--- src/rtl/prog_sequencer_if.sv ---
// prog_sequencer_if: harness/fetch-side bundle for the program run controller.
// master = test harness and fetch unit/core; slave = prog_sequencer.
interface prog_sequencer_if;
  logic        Req;
  logic        Core_done;
  logic        Init;
  logic [15:0] Start_PC;
  logic [1:0]  Prog_idx;
  logic        Busy;
  logic        Ack;
  logic        Timeout;
  logic [15:0] Cycles;
  logic        All_done;

  modport master (
    output Req, Core_done,
    input  Init, Start_PC, Prog_idx, Busy, Ack, Timeout, Cycles, All_done
  );

  modport slave (
    input  Req, Core_done,
    output Init, Start_PC, Prog_idx, Busy, Ack, Timeout, Cycles, All_done
  );
endinterface

--- src/rtl/prog_sequencer.sv ---
// prog_sequencer: steps through a fixed table of programs. For each one it
// loads the start PC, pulses Init to the fetch unit, watches Core_done under a
// watchdog and reports cycle count / status to the harness with a one-cycle Ack.
module prog_sequencer #(
  parameter int          NUM_PROGS   = 3,     // 1..4
  parameter logic [15:0] START_PC0   = 16'd0,
  parameter logic [15:0] START_PC1   = 16'd124,
  parameter logic [15:0] START_PC2   = 16'd301,
  parameter logic [15:0] START_PC3   = 16'd0,
  parameter int          INIT_CYCLES = 2,     // 1..15
  parameter int          TIMEOUT     = 1000   // 1..65535
) (
  input  logic            CLK,
  input  logic            Reset_n,
  prog_sequencer_if.slave bus
);

  typedef enum logic [2:0] {
    S_IDLE,
    S_INIT,
    S_RUN,
    S_REPORT,
    S_FINISHED
  } state_t;

  localparam logic [1:0]  LAST_IDX  = 2'(NUM_PROGS - 1);
  localparam logic [3:0]  INIT_LAST = 4'(INIT_CYCLES - 1);
  localparam logic [15:0] TIMEOUT_W = 16'(TIMEOUT);

  state_t      r_state;
  logic [3:0]  r_init_cnt;
  logic [15:0] r_run_cnt;
  logic [1:0]  r_prog_idx;
  logic [15:0] r_cycles;
  logic        r_timeout;
  logic        r_init;
  logic        r_busy;
  logic        r_ack;
  logic        r_all_done;

  logic [15:0] w_run_next;
  logic [15:0] w_start_pc;

  // The first RUN cycle must report as 1, so the compare uses the incremented value.
  assign w_run_next = r_run_cnt + 16'd1;

  // Start PC lookup, decoded from the registered program index only.
  always_comb begin
    // NOTE: assigning a default before the case keeps every path driven, so no latch is inferred.
    w_start_pc = START_PC0;
    case (r_prog_idx)
      2'd1:    w_start_pc = START_PC1;
      2'd2:    w_start_pc = START_PC2;
      2'd3:    w_start_pc = START_PC3;
      default: w_start_pc = START_PC0;
    endcase
  end

  // Run-control FSM; every output is a register written here.
  always_ff @(posedge CLK or negedge Reset_n) begin
    if (!Reset_n) begin
      r_state    <= S_IDLE;
      r_init_cnt <= '0;
      r_run_cnt  <= '0;
      r_prog_idx <= '0;
      r_cycles   <= '0;
      r_timeout  <= 1'b0;
      r_init     <= 1'b0;
      r_busy     <= 1'b0;
      r_ack      <= 1'b0;
      r_all_done <= 1'b0;
    end else begin
      // NOTE: non-blocking assignments so every register samples pre-edge values of the others.
      r_ack <= 1'b0;
      case (r_state)
        S_IDLE: begin
          if (bus.Req) begin
            r_state    <= S_INIT;
            r_init     <= 1'b1;
            r_busy     <= 1'b1;
            r_init_cnt <= '0;
            r_run_cnt  <= '0;
          end
        end
        // Core_done is ignored here so a sticky DONE from the last program cannot end this one.
        S_INIT: begin
          if (r_init_cnt == INIT_LAST) begin
            r_state <= S_RUN;
            r_init  <= 1'b0;
          end else begin
            r_init_cnt <= r_init_cnt + 4'd1;
          end
        end
        // Core_done takes priority over the watchdog when both hit on the same cycle.
        S_RUN: begin
          r_run_cnt <= w_run_next;
          if (bus.Core_done) begin
            r_cycles  <= w_run_next;
            r_timeout <= 1'b0;
            r_ack     <= 1'b1;
            r_state   <= S_REPORT;
          end else if (w_run_next == TIMEOUT_W) begin
            r_cycles  <= TIMEOUT_W;
            r_timeout <= 1'b1;
            r_ack     <= 1'b1;
            r_state   <= S_REPORT;
          end
        end
        S_REPORT: begin
          r_busy <= 1'b0;
          if (r_prog_idx == LAST_IDX) begin
            r_all_done <= 1'b1;
            r_state    <= S_FINISHED;
          end else begin
            r_prog_idx <= r_prog_idx + 2'd1;
            r_state    <= S_IDLE;
          end
        end
        S_FINISHED: begin
          r_state <= S_FINISHED;
        end
        default: begin
          r_state <= S_IDLE;
        end
      endcase
    end
  end

  assign bus.Init     = r_init;
  assign bus.Start_PC = w_start_pc;
  assign bus.Prog_idx = r_prog_idx;
  assign bus.Busy     = r_busy;
  assign bus.Ack      = r_ack;
  assign bus.Timeout  = r_timeout;
  assign bus.Cycles   = r_cycles;
  assign bus.All_done = r_all_done;

endmodule

--- src/flat_wrapper.sv ---
// flat-port wrapper written by rule: the top's interface ports become plain ports
module prog_sequencer_flat 
#(
  parameter int          NUM_PROGS   = 3,            
  parameter logic [15:0] START_PC0   = 16'd0,
  parameter logic [15:0] START_PC1   = 16'd124,
  parameter logic [15:0] START_PC2   = 16'd301,
  parameter logic [15:0] START_PC3   = 16'd0,
  parameter int          INIT_CYCLES = 2,             
  parameter int          TIMEOUT     = 1000              
)
  (CLK, Reset_n, bus_Req, bus_Core_done, bus_Init, bus_Start_PC, bus_Prog_idx, bus_Busy, bus_Ack, bus_Timeout, bus_Cycles, bus_All_done);
  prog_sequencer_if bus_i ();
  input  logic CLK;
  input  logic Reset_n;
  input wire logic [$bits(bus_i.Req)-1:0] bus_Req;
  input wire logic [$bits(bus_i.Core_done)-1:0] bus_Core_done;
  output wire logic [$bits(bus_i.Init)-1:0] bus_Init;
  output wire logic [$bits(bus_i.Start_PC)-1:0] bus_Start_PC;
  output wire logic [$bits(bus_i.Prog_idx)-1:0] bus_Prog_idx;
  output wire logic [$bits(bus_i.Busy)-1:0] bus_Busy;
  output wire logic [$bits(bus_i.Ack)-1:0] bus_Ack;
  output wire logic [$bits(bus_i.Timeout)-1:0] bus_Timeout;
  output wire logic [$bits(bus_i.Cycles)-1:0] bus_Cycles;
  output wire logic [$bits(bus_i.All_done)-1:0] bus_All_done;
  assign bus_i.Req = bus_Req;
  assign bus_i.Core_done = bus_Core_done;
  assign bus_Init = bus_i.Init;
  assign bus_Start_PC = bus_i.Start_PC;
  assign bus_Prog_idx = bus_i.Prog_idx;
  assign bus_Busy = bus_i.Busy;
  assign bus_Ack = bus_i.Ack;
  assign bus_Timeout = bus_i.Timeout;
  assign bus_Cycles = bus_i.Cycles;
  assign bus_All_done = bus_i.All_done;
  prog_sequencer #(.NUM_PROGS(NUM_PROGS), .START_PC0(START_PC0), .START_PC1(START_PC1), .START_PC2(START_PC2), .START_PC3(START_PC3), .INIT_CYCLES(INIT_CYCLES), .TIMEOUT(TIMEOUT)) u_core (.CLK(CLK), .Reset_n(Reset_n), .bus(bus_i));
endmodule
--- config.mk ---
export PLATFORM = sky130hd
export DESIGN_NAME = prog_sequencer_flat
export DESIGN_NICKNAME = d
export VERILOG_FILES = /design/src/rtl/prog_sequencer_if.sv /design/src/rtl/prog_sequencer.sv /design/src/flat_wrapper.sv
export SDC_FILE = /design/constraint.sdc
export NUM_CORES = 1
export LEC_CHECK = 0
export CORE_MARGIN = 3
export CORE_UTILIZATION = 28
export DETAILED_ROUTE_END_ITERATION = 8
export GPL_TIMING_DRIVEN = 0
export PLACE_DENSITY = 0.49
export SYNTH_ARGS = -nofsm -noshare
export SYNTH_HDL_FRONTEND = slang
export SYNTH_SLANG_ARGS = --single-unit
--- constraint.sdc ---
create_clock -name CLK -period 3.5 [get_ports CLK]
set_input_delay 0.7 -clock CLK [delete_from_list [all_inputs] [get_ports CLK]]
set_output_delay 0.7 -clock CLK [all_outputs]
set_load 0.02 [all_outputs]
==> qor.txt <==
Status -> finished clean
Synth Warn # -> 0
Register-to-Register Path Depth -> 10
Maximum root-to-sink buffer count -> 2
Peak supply drop -> 0.430 mV
Final Skew -> 7.24 ps
Share of layout cells above drive strength 1 -> 0.139
Drt first pass iters -> 4
Cts hold-fix bufs -> 0
Main synth FF type -> dfrtp_1
R2R setup slack -> 790 ps
RSZ-0062 raised after global routing -> false
Routability Congestion -> 0.824
Fillcell total -> 918
Post-place instance area -> 3040 sq um
Pwr Density -> 705 nW/um^2
Row cnt -> 34
Final Cycle Share -> 0.775
Worst Hold Class -> input port to async pin
Initial Util -> 0.290
Slew @ Worst Pin -> 562 ps
WP data required -> 3670 ps
Reg2Reg Capture Point -> u_core.bus.Cycles[13]
Design area -> 3130 sq um
Drt initial violations -> 78
Largest net degree at the start of global routing -> 27
Slowest-stage cell, CP -> or4_1
Antenna violations before repair -> 0
CTS Buf Count -> 5
EDFF count, synth -> 0
Yosys cell types -> 49
Root buffer cell -> clkbuf_8
Drt drc -> 0
Commonest cells after routing, fill and taps aside -> dfrtp_1, nand2_1, clkdlybuf4s50_1
DPL Wire Length -> 4180 um
Final wirelength -> 5870 um
Die extent in x -> 101 um
IO Port Bufs -> 33
Register area -> 1150 sq um
Post-route insts no fill -> 431
Critical Path AT -> 2880 ps
CP Launch Type -> register
Most common cell after layout, fill and taps aside -> dfrtp_1
DR WL/cell -> 13.6 um
Skew-Pair Late Insertion Delay -> 300 ps
Crit path kind -> register to register
Setup TNS -> 0 ps
Register area share after synthesis -> 0.456
Pleak -> 1.39 nW
ANT nets after route -> 0
Fin. Hold Viols -> 0
Post-CTS Setup Repair Bufs -> 0
Synth Area per Inst -> 9.25 sq um
Clock-pin slew on the worst setup and hold paths -> 90 ps
Crit end category -> register
Number of vias in the routed layout -> 2,029
CP cell instances -> ha_1, buf_4, and4_4, or4_1, a31oi_1, o2111ai_1, a21o_1, buf_6, buf_12, o2bb2ai_1
Ant diodes -> 0
Global-route wire length before repair -> 10,000 um
GR Overflow Total -> 0
CP top delay family -> simple AND/OR/NAND/NOR gates
Number of global-route vias before repair -> 2,025
Maxcap violations -> 0
Clock sink count -> 46
GR Util All Layers -> 0.123
Core area -> 8720 sq um
Die Ht -> 101 um
Slowest stage delay, CP -> 510 ps
Area growth syn-to-layout -> 24.0%
Max Freq -> 369 MHz
Cells after synthesis -> 273
Cts repair resizes -> 0
Die ar. -> 10,200 sq um
Synth Cell Area -> 2520 sq um
Worst Path Max Fanout -> 10
Fin crit period -> 2710 ps
CTS tree -> yes
H-tree depth -> 2
Ys async rst share -> 1.00
Reg-to-reg startpoint -> u_core.r_run_cnt[0]
Placed Instances -> 423
Vias/cell -> 4.71
Fin nets -> 332
Slew Limit Headroom -> 0.626
Crit path buf inv count -> 3
Multi-input gate area -> 1140 sq um
Ports -> 43
Util after Layout -> 0.359
Total Power -> 2.21 mW
Final setup fails -> 0
Slew Viols, Final -> 0
#FFs+latches synth -> 46
[per-stage QoR]
step           worst slack (ps)  hold slack, ps
3_5_place_dp                810             455
2_1_floorplan              1040             404
5_1_grt                     654             381
3_3_place_gp                238             464
4_1_cts                     792             365
6_report                    788             352
[sequential cells by signal (all words and copies together) (netlist names)]
signal / count
u_core.bus.Ack: 1
u_core.bus.Timeout: 1
u_core.bus.All_done: 1
u_core.bus.Busy: 1
u_core.bus.Init: 1
u_core.r_run_cnt: 16
u_core.r_init_cnt: 4
u_core.bus.Cycles: 16
u_core.bus.Prog_idx: 2
u_core.r_state: 3
[layer usage]
metal	wire length [um]	vias up	global-route usage	share of wire
met2	2720	62	0.197	0.46
met1	2780	953	0.168	0.47
met4	47	0	0.0245	0.0080
li1	-	1009	-	-
met5	0	-	0	0
met3	318	5	0.0311	0.054
[power by group]
group | switching, mW | internal, mW
Sequential | 0.102 | 0.675
Clock | 0.189 | 0.159
Combinational | 0.581 | 0.502
Total | 0.872 | 1.34
[cells by family after synthesis]
family	count (synthesis)	share of synthesized area
AOI/OAI and AO/OA	65	0.172
other	1	0.00149
xor gates and xnor gates	15	0.0520
and+or+nand+nor	94	0.180
DFF	46	0.456
muxes	1	0.00396
adders and majority gates	6	0.0297
buffers and inverters	45	0.105
[layout make-up]
cell class	count	share of cell area
repair buffers	34	0.110
clock inverters	2	0.00400
multi-input cells	190	0.364
well taps	108	0.0432
flip-flops and latches	46	0.368
clock buffers	6	0.0264
inverters	14	0.0168
plain buffers	31	0.0675
[worst register-to-register path, stage by stage, from the launching register on]
cell,delay (ps)
dfrtp_1,470
ha_1,230
buf_4,160
and4_4,220
or4_1,510
a31oi_1,180
o2111ai_1,180
a21o_1,230
buf_6,140
buf_12,150
o2bb2ai_1,120
[worst max-delay path by stage]
stage,start,depth (start not counted),to,slack (ps)
floorplan,u_core.r_run_cnt[0],10,u_core.bus.Cycles[13],1040
global placement,Reset_n,1,u_core.bus.Cycles[6],240
detailed placement,u_core.r_run_cnt[0],10,u_core.bus.Cycles[13],810
CTS,u_core.r_run_cnt[0],10,u_core.bus.Cycles[13],790
global route,u_core.r_run_cnt[0],10,u_core.bus.Cycles[13],650
finish,u_core.r_run_cnt[0],10,u_core.bus.Cycles[13],790
[cell usage after synthesis, drive strengths merged (2+ instances only)]
cell,instances,share of area
and4,4,0.015
nor3b,2,0.0059
a31o,2,0.0069
buf,21,0.068
nand2,34,0.051
and3,2,0.0055
xnor2,9,0.031
dfrtp,46,0.46
a21oi,13,0.035
xor2,6,0.021
ha,6,0.030
o21ai,25,0.050
or3,2,0.0050
o31ai,6,0.018
clkbuf,10,0.015
nand2b,4,0.0099
nor2,27,0.040
nand4,2,0.0050
inv,14,0.021
nand3,7,0.016
or4,2,0.0059
a31oi,2,0.0050
o2bb2ai,9,0.031
No activity file was read; power rests on OpenSTA's default activity.
